`config.mk`:
```
export PLATFORM = sky130hd
export DESIGN_NAME = id_exe_stage
export DESIGN_NICKNAME = d
export VERILOG_FILES = /design/src/rtl/cpu_pkg.sv /design/src/rtl/exe_fwd_mux.sv /design/src/rtl/id_exe_stage.sv
export SDC_FILE = /design/constraint.sdc
export NUM_CORES = 1
export LEC_CHECK = 0
export ABC_AREA = 1
export BUFFER_PORTS_ARGS = -buffer_cell sky130_fd_sc_hd__buf_4
export CAP_MARGIN = 25
export CORE_ASPECT_RATIO = 0.9
export CORE_MARGIN = 4
export CORE_UTILIZATION = 34
export CTS_BUF_LIST = sky130_fd_sc_hd__clkbuf_2
export DETAILED_ROUTE_END_ITERATION = 16
export PLACE_DENSITY = 0.59
export SYNTH_ARGS = -nofsm -noshare
export SYNTH_HDL_FRONTEND = slang
export SYNTH_HIERARCHICAL = 1
export SYNTH_SLANG_ARGS = --single-unit
export TNS_END_PERCENT = 30
```
`constraint.sdc`:
```
create_clock -name clk -period 2.23 [get_ports clk]
set_input_delay 0.1115 -clock clk [delete_from_list [all_inputs] [get_ports clk]]
set_output_delay 0.1115 -clock clk [all_outputs]
set_load 0.1 [all_outputs]
```
`src/rtl/cpu_pkg.sv`:
```
// Shared RV32I core definitions: datapath widths, ALU op codes, ID->EXE control bundle.
// Latency: n/a (types and constants only).
// Backpressure: n/a.
package cpu_pkg;

  localparam int DATA_WIDTH = 32;
  localparam int REG_ADDR_W = 5;
  localparam int CTRL_W     = 5;

  // ALU operation codes, shared with the ALU ctrl input decode.
  localparam logic [CTRL_W-1:0] ALU_ADD  = 5'd0;
  localparam logic [CTRL_W-1:0] ALU_SUB  = 5'd1;
  localparam logic [CTRL_W-1:0] ALU_SLL  = 5'd2;
  localparam logic [CTRL_W-1:0] ALU_SLT  = 5'd3;
  localparam logic [CTRL_W-1:0] ALU_SLTU = 5'd4;
  localparam logic [CTRL_W-1:0] ALU_XOR  = 5'd5;
  localparam logic [CTRL_W-1:0] ALU_SRL  = 5'd6;
  localparam logic [CTRL_W-1:0] ALU_SRA  = 5'd7;
  localparam logic [CTRL_W-1:0] ALU_OR   = 5'd8;
  localparam logic [CTRL_W-1:0] ALU_AND  = 5'd9;

  typedef struct packed {
    logic [CTRL_W-1:0] alu_ctrl;
    logic              alu_src_imm;
    logic              mem_read;
    logic              mem_write;
    logic              reg_write;
  } id_exe_ctrl_t;

endpackage

```
`src/rtl/exe_fwd_mux.sv`:
```
// Per-operand forward select: EX/MEM result, else MEM/WB result, else registered value.
// Latency: purely combinational, zero cycles.
// Backpressure: none; follows its inputs every cycle.
// Ports: i_rs_addr/i_rs_data  registered source operand
//        i_exmem_*            EX/MEM forward source (higher priority, youngest producer)
//        i_memwb_*            MEM/WB forward source
//        o_data               selected operand value
module exe_fwd_mux #(
  parameter int DATA_WIDTH = 32,
  parameter int REG_ADDR_W = 5
) (
  input  logic [REG_ADDR_W-1:0] i_rs_addr,
  input  logic [DATA_WIDTH-1:0] i_rs_data,
  input  logic                  i_exmem_reg_write,
  input  logic [REG_ADDR_W-1:0] i_exmem_rd_addr,
  input  logic [DATA_WIDTH-1:0] i_exmem_data,
  input  logic                  i_memwb_reg_write,
  input  logic [REG_ADDR_W-1:0] i_memwb_rd_addr,
  input  logic [DATA_WIDTH-1:0] i_memwb_data,
  output logic [DATA_WIDTH-1:0] o_data
);

  logic w_exmem_hit;
  logic w_memwb_hit;

  // A producer targeting x0 never matches, so x0 reads keep the register-file zero.
  assign w_exmem_hit = i_exmem_reg_write && (i_exmem_rd_addr != '0) &&
                       (i_exmem_rd_addr == i_rs_addr);
  assign w_memwb_hit = i_memwb_reg_write && (i_memwb_rd_addr != '0) &&
                       (i_memwb_rd_addr == i_rs_addr);

  always_comb begin
    o_data = i_rs_data;
    if (w_exmem_hit) begin
      o_data = i_exmem_data;
    end else if (w_memwb_hit) begin
      o_data = i_memwb_data;
    end
  end

endmodule

```
`src/rtl/id_exe_stage.sv`:
```
// ID/EXE pipeline register with operand forwarding and load-use hazard detection.
// Latency: 1 cycle ID->EXE; forwarding into the ALU operands adds no cycles.
// Backpressure: stall holds EXE (refreshing held operands from MEM/WB); load-use inserts a bubble and asserts load_use_stall to hold ID.
// Ports: clk/rst        core clock, synchronous active-high reset
//        id_*           decoded instruction from ID
//        stall/flush    downstream hold / redirect kill
//        exmem_*/memwb_* forward sources
//        exe_*          registered and forwarded EXE-stage outputs
//        load_use_stall to IF/ID: hold PC and IF/ID register
module id_exe_stage #(
  parameter int DATA_WIDTH = cpu_pkg::DATA_WIDTH,
  parameter int REG_ADDR_W = cpu_pkg::REG_ADDR_W,
  parameter int CTRL_W     = cpu_pkg::CTRL_W
) (
  input  logic                  clk,
  input  logic                  rst,
  input  logic                  id_valid,
  input  logic [DATA_WIDTH-1:0] id_pc,
  input  logic [DATA_WIDTH-1:0] id_rs1_data,
  input  logic [DATA_WIDTH-1:0] id_rs2_data,
  input  logic [DATA_WIDTH-1:0] id_imm,
  input  logic [REG_ADDR_W-1:0] id_rs1_addr,
  input  logic [REG_ADDR_W-1:0] id_rs2_addr,
  input  logic [REG_ADDR_W-1:0] id_rd_addr,
  input  logic [CTRL_W-1:0]     id_alu_ctrl,
  input  logic                  id_alu_src_imm,
  input  logic                  id_mem_read,
  input  logic                  id_mem_write,
  input  logic                  id_reg_write,
  input  logic                  stall,
  input  logic                  flush,
  input  logic                  exmem_reg_write,
  input  logic [REG_ADDR_W-1:0] exmem_rd_addr,
  input  logic [DATA_WIDTH-1:0] exmem_alu_out,
  input  logic                  memwb_reg_write,
  input  logic [REG_ADDR_W-1:0] memwb_rd_addr,
  input  logic [DATA_WIDTH-1:0] memwb_wb_data,
  output logic                  exe_valid,
  output logic [DATA_WIDTH-1:0] exe_pc,
  output logic [CTRL_W-1:0]     exe_alu_ctrl,
  output logic [DATA_WIDTH-1:0] exe_alu_a,
  output logic [DATA_WIDTH-1:0] exe_alu_b,
  output logic [DATA_WIDTH-1:0] exe_store_data,
  output logic [REG_ADDR_W-1:0] exe_rd_addr,
  output logic                  exe_mem_read,
  output logic                  exe_mem_write,
  output logic                  exe_reg_write,
  output logic                  load_use_stall
);

  import cpu_pkg::*;

  logic                  r_valid;
  logic [DATA_WIDTH-1:0] r_pc;
  logic [DATA_WIDTH-1:0] r_rs1_data;
  logic [DATA_WIDTH-1:0] r_rs2_data;
  logic [DATA_WIDTH-1:0] r_imm;
  logic [REG_ADDR_W-1:0] r_rs1_addr;
  logic [REG_ADDR_W-1:0] r_rs2_addr;
  logic [REG_ADDR_W-1:0] r_rd_addr;
  id_exe_ctrl_t          r_ctrl;

  id_exe_ctrl_t          w_id_ctrl;
  logic                  w_load_use;
  logic                  w_src_hit;
  logic                  w_kill;
  logic [DATA_WIDTH-1:0] w_fwd_rs1;
  logic [DATA_WIDTH-1:0] w_fwd_rs2;

  assign w_id_ctrl = '{alu_ctrl:    id_alu_ctrl,
                       alu_src_imm: id_alu_src_imm,
                       mem_read:    id_mem_read,
                       mem_write:   id_mem_write,
                       reg_write:   id_reg_write};

  // rs2 is compared even for immediate forms: a spurious bubble is cheaper
  // than decoding which instructions really read rs2.
  assign w_src_hit  = (id_rs1_addr == r_rd_addr) || (id_rs2_addr == r_rd_addr);
  assign w_load_use = !flush && r_valid && r_ctrl.mem_read &&
                      (r_rd_addr != '0) && id_valid && w_src_hit;

  // Reset, flush and a load-use bubble all leave EXE empty. The bubble only
  // applies when not stalled, since a stall must keep EXE contents intact.
  assign w_kill = rst || flush || (!stall && w_load_use);

  always_ff @(posedge clk) begin
    if (w_kill) begin
      r_valid    <= 1'b0;
      r_pc       <= '0;
      r_rs1_data <= '0;
      r_rs2_data <= '0;
      r_imm      <= '0;
      r_rs1_addr <= '0;
      r_rs2_addr <= '0;
      r_rd_addr  <= '0;
      r_ctrl     <= '0;
    end else if (stall) begin
      // A write retiring from MEM/WB during the hold would otherwise be gone
      // (and missing from the forward sources) when the stall releases.
      if (memwb_reg_write && (memwb_rd_addr != '0)) begin
        if (memwb_rd_addr == r_rs1_addr) r_rs1_data <= memwb_wb_data;
        if (memwb_rd_addr == r_rs2_addr) r_rs2_data <= memwb_wb_data;
      end
    end else begin
      r_valid    <= id_valid;
      r_pc       <= id_pc;
      r_rs1_data <= id_rs1_data;
      r_rs2_data <= id_rs2_data;
      r_imm      <= id_imm;
      r_rs1_addr <= id_rs1_addr;
      r_rs2_addr <= id_rs2_addr;
      r_rd_addr  <= id_rd_addr;
      r_ctrl     <= w_id_ctrl;
    end
  end

  exe_fwd_mux #(.DATA_WIDTH(DATA_WIDTH), .REG_ADDR_W(REG_ADDR_W)) u_fwd_rs1 (
    .i_rs_addr         (r_rs1_addr),
    .i_rs_data         (r_rs1_data),
    .i_exmem_reg_write (exmem_reg_write),
    .i_exmem_rd_addr   (exmem_rd_addr),
    .i_exmem_data      (exmem_alu_out),
    .i_memwb_reg_write (memwb_reg_write),
    .i_memwb_rd_addr   (memwb_rd_addr),
    .i_memwb_data      (memwb_wb_data),
    .o_data            (w_fwd_rs1)
  );

  exe_fwd_mux #(.DATA_WIDTH(DATA_WIDTH), .REG_ADDR_W(REG_ADDR_W)) u_fwd_rs2 (
    .i_rs_addr         (r_rs2_addr),
    .i_rs_data         (r_rs2_data),
    .i_exmem_reg_write (exmem_reg_write),
    .i_exmem_rd_addr   (exmem_rd_addr),
    .i_exmem_data      (exmem_alu_out),
    .i_memwb_reg_write (memwb_reg_write),
    .i_memwb_rd_addr   (memwb_rd_addr),
    .i_memwb_data      (memwb_wb_data),
    .o_data            (w_fwd_rs2)
  );

  assign exe_valid      = r_valid;
  assign exe_pc         = r_pc;
  assign exe_alu_ctrl   = r_ctrl.alu_ctrl;
  assign exe_alu_a      = w_fwd_rs1;
  assign exe_alu_b      = r_ctrl.alu_src_imm ? r_imm : w_fwd_rs2;
  assign exe_store_data = w_fwd_rs2;
  assign exe_rd_addr    = r_rd_addr;
  assign exe_mem_read   = r_ctrl.mem_read  && r_valid;
  assign exe_mem_write  = r_ctrl.mem_write && r_valid;
  assign exe_reg_write  = r_ctrl.reg_write && r_valid;
  assign load_use_stall = w_load_use;

endmodule

```
; ---- Yosys cells after proc, flatten, opt, wreduce, memory -nomap -nowiden
; Index checks and enable logic that the tools add are counted.
[word_totals]
regBits = 153
in_bits = 233
output_inout_bits = 143
word_cells = 58
[classes]
n_eq_ne = 9
muxes = 11
reduce_logical = 25
[op_table]
columns = operator, n
row1 = $mux W32, 11
row2 = $eq A5 B5 Y1, 6
row3 = $logic_and A1 B1 Y1, 15
row4 = $reduce_bool A5 Y1, 3
row5 = $ne A2 B1 Y1 const B, 3
row6 = $reduce_and A2 Y1, 2
row7 = $logic_or A1 B1 Y1, 3
row8 = $logic_not A1 Y1, 2

; ---- Depth between registers and ports, before layout
; Gate-level depths: netlist (run 1).
[logic_depth]
depth_word = 8
ltp_mapped = 12
mapped_depth_nobuf = 11

; ---- Cells and area by module
; The synthesis (run 1) kept the hierarchy.
[by_module_without_submodules]
columns = mod, n_inst, cells_per_inst, area_each_um2, seq_area_each_um2
row1 = id_exe_stage, 1, 1036, 7503.4, 3062.9
row2 = exe_fwd_mux, 2, 298, 1416.4, 0.0

; ---- Least setup slack after synthesis (run 1)
; No wires, ideal clock.
[synth_path]
path_kind = reg2out
startpoint = register r_valid (netlist: exe_valid)
endpoint = output load_use_stall
t_arrival_ps = 3430
t_required_ps = 2118
setup_slack_ps = -1312
stages_incl_launch_ff = 5
n_path_buf = 0
cell_sequence = dfxtp_1 -> nand2_1 -> inv_1 -> nand4_1 -> a21oi_1
[synth_via]
elab_chain_len = 5
[synth_rtl]
columns = element, line_no
row1 = from (decl), id_exe_stage.sv:53  ; logic r_valid;
row2 = from (signal assigned), id_exe_stage.sv:105  ; r_valid <= id_valid;
row3 = $logic_and A1 B1 Y1 (3 in series), id_exe_stage.sv:79  ; assign w_load_use = !flush && r_valid && r_ctrl.mem_read &&
row4 = $logic_and A1 B1 Y1 (2 in series), id_exe_stage.sv:80  ; (r_rd_addr != '0) && id_valid && w_src_hit;
row5 = to (decl), id_exe_stage.sv:48  ; output logic load_use_stall
; Every way passes these cells.

; ---- Final worst setup path (run 1)
[layout_path]
startpoint = register r_rs2_addr[0]
endpoint = output exe_alu_b[1]
[layout_via]
elab_chain_len = 5
word_cells_on_any_way = 7
classes_between = 2 x eq/ne / 3 x mux / 2 x reduce/logical
[layout_rtl]
columns = element, line_no
row1 = from (decl), id_exe_stage.sv:59  ; logic [REG_ADDR_W-1:0] r_rs2_addr;
row2 = from (signal assigned), id_exe_stage.sv:111  ; r_rs2_addr <= id_rs2_addr;
row3 = $eq A5 B5 Y1, exe_fwd_mux.sv:30  ; (i_memwb_rd_addr == i_rs_addr);
row4 = $logic_and A1 B1 Y1, exe_fwd_mux.sv:29  ; assign w_memwb_hit = i_memwb_reg_write && (i_memwb_rd_addr != '0) &&
row5 = $mux W32, exe_fwd_mux.sv:36  ; end else if (w_memwb_hit) begin
row6 = $mux W32 *, exe_fwd_mux.sv:34  ; if (w_exmem_hit) begin
row7 = $mux W32 *, id_exe_stage.sv:145  ; assign exe_alu_b = r_ctrl.alu_src_imm ? r_imm : w_fwd_rs2;
row8 = to (decl), id_exe_stage.sv:42  ; output logic [DATA_WIDTH-1:0] exe_alu_b,
; Mark *: on every way between the ends. The rest lies on a longest branch, timed or not.

==> summary.md, run 1 <==
| Metric | Value |
|---|---|
| Worst-Skew Late Latency | `~780 ps` |
| DIE AREA | `about 33,000 µm²` |
| Drt drc | `0` |
| Internal power | `4649 µW` |
| Initial antenna violation count | `4` |
| Yosys warns | `6` |
| Setup violations, final | `between 90 and 100` |
| Crit path DAT | `about 2700 ps` |
| Area Growth Syn to Fin | `78.83%` |
| Post-synth top area share | `0.2963` |
| Core Area | `29,950 µm²` |
| CP bufs+invs | `4` |
| 1st-pass router iterations | `7` |
| Number of global-route vias before repair | `~13,000` |
| Post-DP HPWL | `approximately 32 mm` |
| Clock Skews | `~62 ps` |
| DR vias | `13,560` |
| Worst path top cell family by delay | `buffers and inverters` |
| Leakage Power | `between 0.009 and 0.01 µW` |
| 1st-iter DRT viols | `between 900 and 1,000` |
| Top FF cell, synth | `dfxtp_1` |
| Reg clk slew, reported paths | `about 300 ps` |
| Final WS setup | `-547.1 ps` |
| Switching power | `roughly 3200 µW` |
| Final Hold Vio Count | `0` |
| Rel. slew slack | `0.6521` |
| Switching Share | `0.4101` |
| Share of layout cells above drive strength 1 | `0.2896` |
| Area contributors post-synth | `dfxtp_1 30%, nand2_1 16%, nand3_1 9.8%, inv_1 8.8%, mux2i_1 8.3%` |
| Post-synth top cells | `443 x nand2_1, 243 x inv_1, 203 x nand3_1` |
| Starting density of the core | `0.3451` |
| Die height | `173.4 µm` |
| Hold Path Depth | `4` |
| CP Launch Type | `flip-flop` |
| Yosys top cell by area | `dfxtp_1` |
| Result of the run | `complete, but fails checks` |
| Crit. End Element | `output pin` |
| Clk sinks | `153` |
| Async set or reset register ratio after synthesis | `0` |
| Slew Viols, Final | `0` |
| Failing checks | `negative setup slack` |
| GRT Util Overall | `0.2806` |
| Average wire per standard cell | `around 19 µm` |
| Placer Congestion | `0.9170` |
| Reg2reg start | `r_rs2_addr[1]$_SDFFE_PP0N_` |
| Syn Inst Count | `~1,600` |
| Crit-path slowest cell | `dfxtp_4` |
| Clock buffer depth | `2` |
| Rows | `60` |
| Reg2Reg Setup Slack | `30 ps` |
| HP Start | `id_imm[18]` |
| Clk root buf | `clkbuf_2` |
| Period minus WS final | `about 2800 ps` |
| Logic pwr share | `0.417` |
| Die Width | `~190 µm` |
| Seq pwr share | `0.366` |
| CTS tree | `built` |
| Least-Margin Pin Slew | `521.8 ps` |
| GR Overflow Total | `0` |
| Post-synthesis sequential area ratio | `0.2963` |
| Hold_ws | `95.76 ps` |
| Max Cap Viol | `0` |
| CP Max Fanout | `12` |
| Number of stages on the worst setup path | `12` |
| First-pass GRT wire length | `74.02 mm` |
| H-tree levels | `4` |
| Top achievable clock speed | `0.3601 GHz` |
| R2R cell count | `13` |
| Via density | `5.089` |
| Final net count | `2,478` |
| Cells along the critical path | `inv_2, a21oi_2, nand2_2, nor2_4, buf_12, nand3_4, buf_8, nand2_1, nand3_1, nand2_2, mux2_2, buf_8` |
| Clock share of power | `0.218` |
| Mean Syn Cell Area | `6.333 µm²` |
| Crit path required time | `roughly 2100 ps` |
| Pwr Density | `roughly 430 nW/µm²` |
| Total Routed Length | `49.88 mm` |
| Syn Std Cell Area | `about 10,000 µm²` |
| Synth Net Count | `around 1,900` |
| CP Class | `flip-flop to output pin` |
| EDFF count, synth | `0` |
| Crit. Startpoint | `r_rs2_addr[0]$_SDFFE_PP0N_` |
| Port bufs | `~380` |
| Top-count cell post-synth | `nand2_1` |
| Largest net degree at the start of global routing | `between 60 and 70` |
| I/O pin count | `between 300 and 400` |
| Placed insts | `2,340` |
| Crit-path max cell delay | `roughly 400 ps` |
| RSZ-0062 raised after global routing | `true` |
| Peak VDD IR | `between 0.5 and 0.6 mV` |
| Yosys reg bits | `approximately 150` |
| Num CTS Buffers | `17` |
| Post-route ant nets | `0` |
| HP Class | `input pin to flip-flop` |
| Fin crit share | `1.245` |
| Synth cell types | `25` |
| Fin cells | `2,665` |
## metrics by stage
step / util / power (µW) / setup WS (ps) / area [µm²] / setup TNS, ps
floorplan: - / 4564 / -206.3 / 10430 / -1903
global placement: 0.4578 / 5424 / 209.3 / 13710 / 0
detailed placement: 0.4578 / 5440 / 137.6 / 13710 / 0
CTS: 0.5892 / 7778 / -585.2 / 17650 / -44900
global route: 0.6171 / 8242 / -689.5 / 18480 / -55160
finish: 0.6171 / 7881 / -547.1 / 18480 / -39970
## timing repair
item / in CTS / in global routing
gates resized for setup: 258 / 152
pin swaps: 21 / 22
endpoints found under the hold margin: 153 / 0
gates cloned: 2 / 5
endpoints found under the setup margin: 97 / 113
setup buffers: 12 / 11
hold buffers: 259 / 0
## layout make-up
class,count,area [µm²]
fill,2651,11470
sequential,153,3119
tap,403,504.2
clock inverter,14,157.7
inverter,247,933.4
timing repair buffer,713,7433
multi-input combinational,1113,6236
clock buffer,18,90.09
antenna,4,10.01
## cell usage in the layout, fill, tap and decap left out, types with 2 or more instances in the layout
cell type / n
nand3_2: 30
dlygate4sd3_1: 258
xor2_1: 5
mux2_2: 10
inv_2: 6
inv_8: 3
o21ai_2: 2
a21oi_4: 3
clkbuf_2: 18
clkbuf_16: 4
a21oi_2: 2
inv_1: 239
or2_4: 2
xnor2_1: 2
mux2i_1: 86
nor2_1: 179
buf_8: 20
clkinvlp_4: 2
dfxtp_1: 136
dfxtp_2: 3
nor2_4: 6
nand4_1: 131
o21ai_1: 7
nand3_4: 6
nand2_2: 46
buf_4: 311
buf_6: 32
a21oi_1: 3
buf_12: 85
mux2_4: 22
inv_6: 5
nand2_4: 12
clkinv_4: 3
dfxtp_4: 14
diode_2: 4
nand3_1: 171
nand2_1: 385
## power groups by stage
stage / Sequential (µW) / Clock (µW) / Combinational (µW)
after floorplan: 3080 / 0 / 1480
after global placement: 2940 / 0 / 2490
after CTS: 2880 / 1790 / 3110
after detailed placement: 2940 / 0 / 2500
final: 2880 / 1720 / 3280
after global routing: 2890 / 1890 / 3460
## worst reg2reg max path: stages (launching register included)
cell and delay [ps]:
dfxtp_4 440, buf_4 120, inv_1 40, nand2_1 70, o21ai_2 60, nor2_2 140, nand3_1 120, nand2_2 90
buf_12 240, nand3_1 120, nand2_1 80, dlygate4sd3_1 550, inv_1 40, nor2_1 70
## final timing paths
check | endpoint
setup / recovery | exe_alu_b[1]
hold / removal | r_imm[18]$_SDFFE_PP0N_
setup reg to reg | r_rs2_data[6]$_SDFFE_PP0P_
hold reg to reg | exe_alu_ctrl[3]$_SDFFE_PP0N_
## cell families (layout without fill, tap and decap cells)
| logic type | count (synthesis) | after routing | share of synthesized area |
|---|---|---|---|
| compound gates | 18 | 18 | 0.01089 |
| xor+xnor | 7 | 7 | 0.005932 |
| buf+inv | 366 | 992 | 0.1541 |
| flops | 153 | 153 | 0.2963 |
| mux | 118 | 118 | 0.1181 |
| other cells | 0 | 4 | 0 |
| simple gates | 970 | 970 | 0.4146 |
## layer usage
metal  up-vias  global-route usage  share of wire
met5         -                   0              0
met4         0             0.09126          0.025
met3        81             0.07511           0.10
met2       676              0.4847           0.49
met1      6373              0.3370           0.39
li1       6431                   -              -
## registers in the layout, indices dropped and copies added, names as in the netlist
signal,cells
r_rs1_addr,5
exe_rd_addr,5
r_rs1_data,32
r_rs2_addr,5
exe_alu_ctrl,5
r_rs2_data,32
r_imm,32
exe_pc,32
r_ctrl,4
exe_valid,1
(Power assumes the default switching activity.)
==> run 2, diff against run 1 <==
--- a/config.mk
+++ b/config.mk
@@ -15,4 +15,5 @@
 export DETAILED_ROUTE_END_ITERATION = 16
 export PLACE_DENSITY = 0.59
+export REMOVE_ABC_BUFFERS = 1
 export SYNTH_ARGS = -nofsm -noshare
 export SYNTH_HDL_FRONTEND = slang
==> constraint.sdc (replaced) <==
create_clock -name clk -period 2.23 [get_ports clk]
set_input_delay 0.1115 -clock clk [delete_from_list [all_inputs] [get_ports clk]]
set_output_delay 0.1115 -clock clk [all_outputs]
set_load 0.005 [all_outputs]
==> summary.md, run 2 (synthesis results as in run 1) <==
| Metric | Value |
|---|---|
| Worst-Skew Late Latency | `790 ps (was 780 ps)` |
| GRT Util Overall | `0.2780 (was 0.2806)` |
| R2R Path End | `r_rs2_data[26]$_SDFFE_PP0P_ (was r_rs2_data[6]$_SDFFE_PP0P_)` |
| Starting density of the core | `0.3451 (unchanged)` |
| Commonest cells after routing, fill and taps aside | `408 x nand2_1, 394 x buf_4, 296 x dlygate4sd3_1 (was 385 x nand2_1, 311 x buf_4, 258 x dlygate4sd3_1)` |
| Fin crit share | `1.223 (was 1.245)` |
| Largest net degree at the start of global routing | `65 (unchanged)` |
| Die Width | `191.8 µm (unchanged)` |
| Initial antenna violation count | `1 (was 4)` |
| Reg2reg start | `r_rs2_addr[2]$_SDFFE_PP0N_ (was r_rs2_addr[1]$_SDFFE_PP0N_)` |
| GR Overflow Total | `0 (unchanged)` |
| Fin cells | `2,692 (was 2,665)` |
| Peak VDD IR | `0.3666 mV (was 0.5510 mV)` |
| Via density | `4.997 (was 5.089)` |
| Leakage Power | `0.009186 µW (was 0.009327 µW)` |
| Pre-CTS setup slack | `84.07 ps (was 137.6 ps)` |
| Crit. End Element | `output pin (unchanged)` |
| Rows | `60 (unchanged)` |
| Top achievable clock speed | `0.3667 GHz (was 0.3601 GHz)` |
| CTS tree | `built (unchanged)` |
| Die height | `173.4 µm (unchanged)` |
| H-tree levels | `4 (unchanged)` |
| Placer Congestion | `0.8748 (was 0.9170)` |
| Clock Skews | `62.04 ps (was 62.45 ps)` |
| CP Class | `flip-flop to output pin (unchanged)` |
| Reg clk slew, reported paths | `310 ps (was 300 ps)` |
| Clock buffer depth | `2 (unchanged)` |
| Setup violations, final | `104 (was 97)` |
| First-pass GRT wire length | `73.91 mm (was 74.02 mm)` |
| R2R cell count | `14 (was 13)` |
| Reg2Reg Setup Slack | `20 ps (was 30 ps)` |
| Clk root buf | `clkbuf_2 (unchanged)` |
| Rel. slew slack | `0.6203 (was 0.6521)` |
| 1st-iter DRT viols | `1,013 (was 939)` |
| Area Growth Syn to Fin | `69.31% (was 78.83%)` |
| Number of global-route vias before repair | `13,720 (was 13,450)` |
| HP Class | `input pin to flip-flop (unchanged)` |
| CP Max Fanout | `12 (unchanged)` |
| Period minus WS final | `2727 ps (was 2777 ps)` |
| Crit. Startpoint | `r_rs2_addr[0]$_SDFFE_PP0N_ (unchanged)` |
| RSZ-0062 raised after global routing | `true (unchanged)` |
| DIE AREA | `33,260 µm² (unchanged)` |
| Post-DP HPWL | `29.41 mm (was 31.89 mm)` |
| Clk sinks | `153 (unchanged)` |
| I/O pin count | `376 (unchanged)` |
| Failing checks | `negative setup slack (unchanged)` |
| Pwr Density | `390.7 nW/µm² (was 426.3 nW/µm²)` |
| Port bufs | `375 (unchanged)` |
| Share of layout cells above drive strength 1 | `0.2640 (was 0.2896)` |
| Result of the run | `complete, but fails checks (unchanged)` |
| Drt drc | `0 (unchanged)` |
| Final WS setup | `-496.9 ps (was -547.1 ps)` |
| Num CTS Buffers | `17 (unchanged)` |
| Crit path DAT | `2620 ps (was 2670 ps)` |
| Least-Margin Pin Slew | `569.6 ps (was 521.8 ps)` |
| Crit path required time | `2120 ps (about the same)` |
| Final Hold Vio Count | `0 (unchanged)` |
| Commonest non-fill, non-tap cell in the layout | `nand2_1 (unchanged)` |
| Final net count | `2,508 (was 2,478)` |
| Fillers | `2,728 (was 2,651)` |
| Max Cap Viol | `0 (unchanged)` |
| Slew Viols, Final | `0 (unchanged)` |
| Critical Path End | `exe_alu_b[0] (was exe_alu_b[1])` |
| Placed insts | `2,336 (was 2,340)` |
| Post-route ant nets | `0 (unchanged)` |
| Average wire per standard cell | `17.88 µm (was 18.72 µm)` |
| Core Area | `29,950 µm² (unchanged)` |
| Total Routed Length | `48.14 mm (was 49.88 mm)` |
| DR vias | `13,450 (was 13,560)` |
| 1st-pass router iterations | `5 (was 7)` |
| CP Launch Type | `flip-flop (unchanged)` |
==> run 2: changes by cell type in the layout (fill, tap and decap cells not counted), moves of 7 or more <==
cell,delta
mux2_2,+11
nand2_1,+23
nand2_4,-12
nand2_2,-11
dfxtp_4,-7
dlygate4sd3_1,+38
buf_6,-9
buf_12,-68
mux2_4,-11
buf_4,+83
buf_8,-16
==> run 2: critical path, cell delays in order (launching register included) <==
cell and delay [ps]:
dfxtp_4 440, inv_4 40, a21oi_2 100, nand2_1 90
nor2_4 220, buf_12 190, nand4_1 150, nand3_1 120
nand2_1 60, mux2_2 280, buf_4 140
==> run 2: area by class of cell <==
cell class	instances	area, µm²	area share
flip-flops and latches	153	3098	0.1770
well taps	403	504.2	0.02881
clock inverters	13	135.1	0.007721
multi-input cells	1114	6013	0.3436
inverters	247	929.6	0.05312
diodes	1	2.502	0.0001430
clock buffers	19	95.09	0.005434
repair buffers	742	6723	0.3841
==> run 2: routing by layer <==
| layer | wire (µm) | global-route usage | vias to the layer above |
|---|---|---|---|
| li1 | - | - | 6481 |
| met1 | 18390 | 0.3275 | 6256 |
| met2 | 24120 | 0.4947 | 609 |
| met3 | 4173 | 0.05799 | 103 |
| met4 | 1418 | 0.09934 | 2 |
| met5 | 32 | 0.008876 | - |
==> run 2: how the worst min path moves through the flow <==
stage | start | to | slack, ps | cells past startpoint
final | id_reg_write | r_ctrl[0]$_SDFFE_PP0N_ | 70 | 4
after global routing | id_reg_write | r_ctrl[0]$_SDFFE_PP0N_ | 6 | 4
after CTS | id_pc[14] | exe_pc[14]$_SDFFE_PP0N_ | 0.8 | 4
after detailed placement | id_pc[15] | exe_pc[15]$_SDFFE_PP0N_ | 360 | 3
after global placement | id_imm[1] | r_imm[1]$_SDFFE_PP0N_ | 350 | 3
after floorplan | stall | r_rs1_addr[3]$_SDFFE_PP0N_ | 270 | 2
==> run 2: timing repair <==
action | CTS | global route
hold buffers | 301 | 0
setup endpoints to repair | 96 | 140
resized for setup | 64 | 77
endpoints found under the hold margin | 153 | 0
cloned | 1 | 1
pin swaps | 21 | 17
setup buffers | 16 | 4
==> run 2: power breakdown <==
part / internal [µW] / leakage, µW / switching, µW
registers: 2830 / 0.00125 / 61.0
clock network: 445 / 0.000132 / 1250
logic: 1200 / 0.00780 / 1050
==> run 2: metrics by stage <==
step	TNS [ps]	total power (µW)	hold slack [ps]	utilization	instance area, µm²
floorplan	-101090	3627	265.1	-	9671
global placement	0	4573	354.7	0.4522	13540
detailed placement	0	4588	362.5	0.4522	13540
CTS	-38210	6813	0.8027	0.5739	17190
global route	-49200	7198	6.181	0.5843	17500
finish	-30620	6838	74.41	0.5843	17500
==> run 3, diff against run 2 <==
Settings changed: CTS_BUF_LIST sky130_fd_sc_hd__clkbuf_2 to unset.
Clock period 2.23 ns to 3.4 ns, I/O delays scaled along.
==> summary.md, run 3 (synthesis results as in run 1) <==
| Metric | Value |
|---|---|
| Result of the run | `finished clean (was complete, but fails checks)` |
| Post-route ant nets | `0 (unchanged)` |
| Crit-path slowest cell | `nand3_4 (was dfxtp_4)` |
| CP bufs+invs | `2 (was 3)` |
| Least-Margin Pin Slew | `1075 ps (was 569.6 ps)` |
| Period minus WS final | `roughly 3200 ps` |
| Largest net degree at the start of global routing | `112 (was 65)` |
| Total Routed Length | `44.05 mm (was 48.14 mm)` |
| Crit path required time | `3230 ps (was 2120 ps)` |
| CP Max Fanout | `32 (was 12)` |
| Commonest non-fill, non-tap cell in the layout | `nand2_1 (unchanged)` |
| Average wire per standard cell | `18.14 µm (was 17.88 µm)` |
| I/O pin count | `376 (unchanged)` |
| Reg2Reg Setup Slack | `1120 ps (was 20 ps)` |
| HP Class | `input pin to flip-flop (unchanged)` |
| 1st-pass router iterations | `5 (unchanged)` |
| Initial antenna violation count | `1 (unchanged)` |
| Setup violations, final | `0 (was 104)` |
| Area Growth Syn to Fin | `42.19% (was 69.31%)` |
| 1st-iter DRT viols | `777 (was 1,013)` |
| DIE AREA | `33,260 µm² (unchanged)` |
| Starting density of the core | `0.3451 (unchanged)` |
| Core Area | `29,950 µm² (unchanged)` |
| DR vias | `12,150 (was 13,450)` |
| Fillers | `3,049 (was 2,728)` |
| Final net count | `2,246 (was 2,508)` |
| Worst-Skew Late Latency | `430 ps (was 790 ps)` |
| Leakage Power | `0.007954 µW (was 0.009186 µW)` |
| Crit. End Element | `output pin (unchanged)` |
| Port bufs | `375 (unchanged)` |
| Setup TNS | `0 ps (was -30,620 ps)` |
| Rows | `60 (unchanged)` |
| Drt drc | `0 (unchanged)` |
| Pwr Density | `343.8 nW/µm² (was 390.7 nW/µm²)` |
| Reg clk slew, reported paths | `70 ps (was 310 ps)` |
| Fin crit share | `0.9387` |
| Number of global-route vias before repair | `12,090 (was 13,720)` |
| GR Overflow Total | `0 (unchanged)` |
| Clock Skews | `10.87 ps (was 62.04 ps)` |
| Clk sinks | `153 (unchanged)` |
| CP Launch Type | `flip-flop (unchanged)` |
| CP Class | `flip-flop to output pin (unchanged)` |
| Die Width | `191.8 µm (unchanged)` |
| Rel. slew slack | `0.2833 (was 0.6203)` |
| Die height | `173.4 µm (unchanged)` |
| Cells along the critical path | `inv_1, nand2_1, nand4_1, nor2_4, nand3_4, nand3_1, nand2_1, mux2_2, buf_4 (was inv_4, a21oi_2, nand2_1, nor2_4, buf_12, nand4_1, nand3_1, nand2_1, mux2_2, buf_4)` |
| Max Cap Viol | `0 (unchanged)` |
| Commonest cells after routing, fill and taps aside | `436 x nand2_1, 395 x buf_4, 242 x inv_1 (was 408 x nand2_1, 394 x buf_4, 296 x dlygate4sd3_1)` |
| Final Hold Vio Count | `0 (unchanged)` |
| Num CTS Buffers | `17 (unchanged)` |
| Pre-CTS setup slack | `744.2 ps (was 84.07 ps)` |
| Final WS setup | `208.5 ps (was -496.9 ps)` |
| Clock buffer depth | `2 (unchanged)` |
| Top achievable clock speed | `0.3133 GHz` |
| Crit path DAT | `3020 ps (was 2620 ps)` |
| CTS tree | `built (unchanged)` |
| Placer Congestion | `0.8673 (was 0.8748)` |
| Most frequent CP cell | `nand2_1 (unchanged)` |
| Slew Viols, Final | `0 (unchanged)` |
| Share of layout cells above drive strength 1 | `0.2415 (was 0.2640)` |
| Worst path top cell family by delay | `simple AND/OR/NAND/NOR gates (unchanged)` |
| Clk root buf | `clkbuf_16 (was clkbuf_2)` |
| Peak VDD IR | `0.3187 mV (was 0.3666 mV)` |
| RSZ-0062 raised after global routing | `false (was true)` |
| Post-cts sizing count | `0 (was 64)` |
| H-tree levels | `4 (unchanged)` |
| Via density | `5.003 (was 4.997)` |
| GRT Util Overall | `0.2563 (was 0.2780)` |
| Crit-path max cell delay | `590 ps (was 440 ps)` |
| Post-DP HPWL | `28.64 mm (was 29.41 mm)` |
| First-pass GRT wire length | `67.53 mm (was 73.91 mm)` |
==> run 3: cell count changes in the layout (fill, tap and decap cells not counted), moves of 19 or more <==
cell           previous run  this run
dlygate4sd3_1           296        83
nand2_1                 408       436
nand2_2                  35         7
nand3_1                 176       201
nand3_2                  29         4
buf_6                    23         0
clkbuf_2                 19         0
==> run 3: path summary, 6_finish.rpt <==
path                         startpoint                          end  cells after the start
min                           id_imm[1]        r_imm[1]$_SDFFE_PP0N_                      3
min reg2reg      r_imm[17]$_SDFFE_PP0N_       r_imm[17]$_SDFFE_PP0N_                      2
max reg2reg  r_rs2_addr[1]$_SDFFE_PP0N_  r_rs2_data[22]$_SDFFE_PP0P_                      9
max          r_rs2_addr[4]$_SDFFE_PP0N_                exe_alu_b[16]                      9
==> run 3: timing repair <==
action,4_1_cts,5_1_grt
hold buffers,83,0
endpoints found under the hold margin,83,0
setup buffers,0,0
==> run 3: final cells by class <==
cell class	instances	area, µm²	area share
diodes	1	2.502	0.0001703
clock buffers	18	439.2	0.02988
clock inverters	13	157.7	0.01073
inverters	247	927.1	0.06309
multi-input cells	1113	5752	0.3914
flip-flops and latches	153	3064	0.2085
well taps	403	504.2	0.03431
repair buffers	481	3850	0.2620
==> run 3: stage by stage <==
stage | hold WS, ps | instance area, µm² | std cells | total power, µW | utilization
finish | 16.18 | 14700 | 2429 | 5052 | 0.4906
global placement | 414.3 | 13270 | 2314 | 2970 | 0.4429
CTS | 1.300 | 14690 | 2428 | 5091 | 0.4906
global route | 3.791 | 14700 | 2429 | 5293 | 0.4906
floorplan | 323.6 | 9671 | 1513 | 2379 | -
detailed placement | 420.8 | 13270 | 2314 | 2977 | 0.4429
==> run 3: report_power, final <==
group          internal (µW)  switching (µW)
logic                    531             602
registers               1850            41.8
clock network           1120             906
total                   3500            1550
==> run 3: layer usage <==
layer	part of all wire	vias to the layer above	track usage
met2	0.48	548	0.4380
met1	0.40	5570	0.3181
li1	-	5941	-
met4	0.030	0	0.09096
met3	0.084	93	0.05356
met5	0	-	0
==> run 3: worst register-to-register path: cells and delay by family (launching register included) <==
kind | cells | cell delay, ps
compound gates | 1 | 80
buf+inv | 2 | 130
flops | 1 | 470
simple gates | 6 | 1480
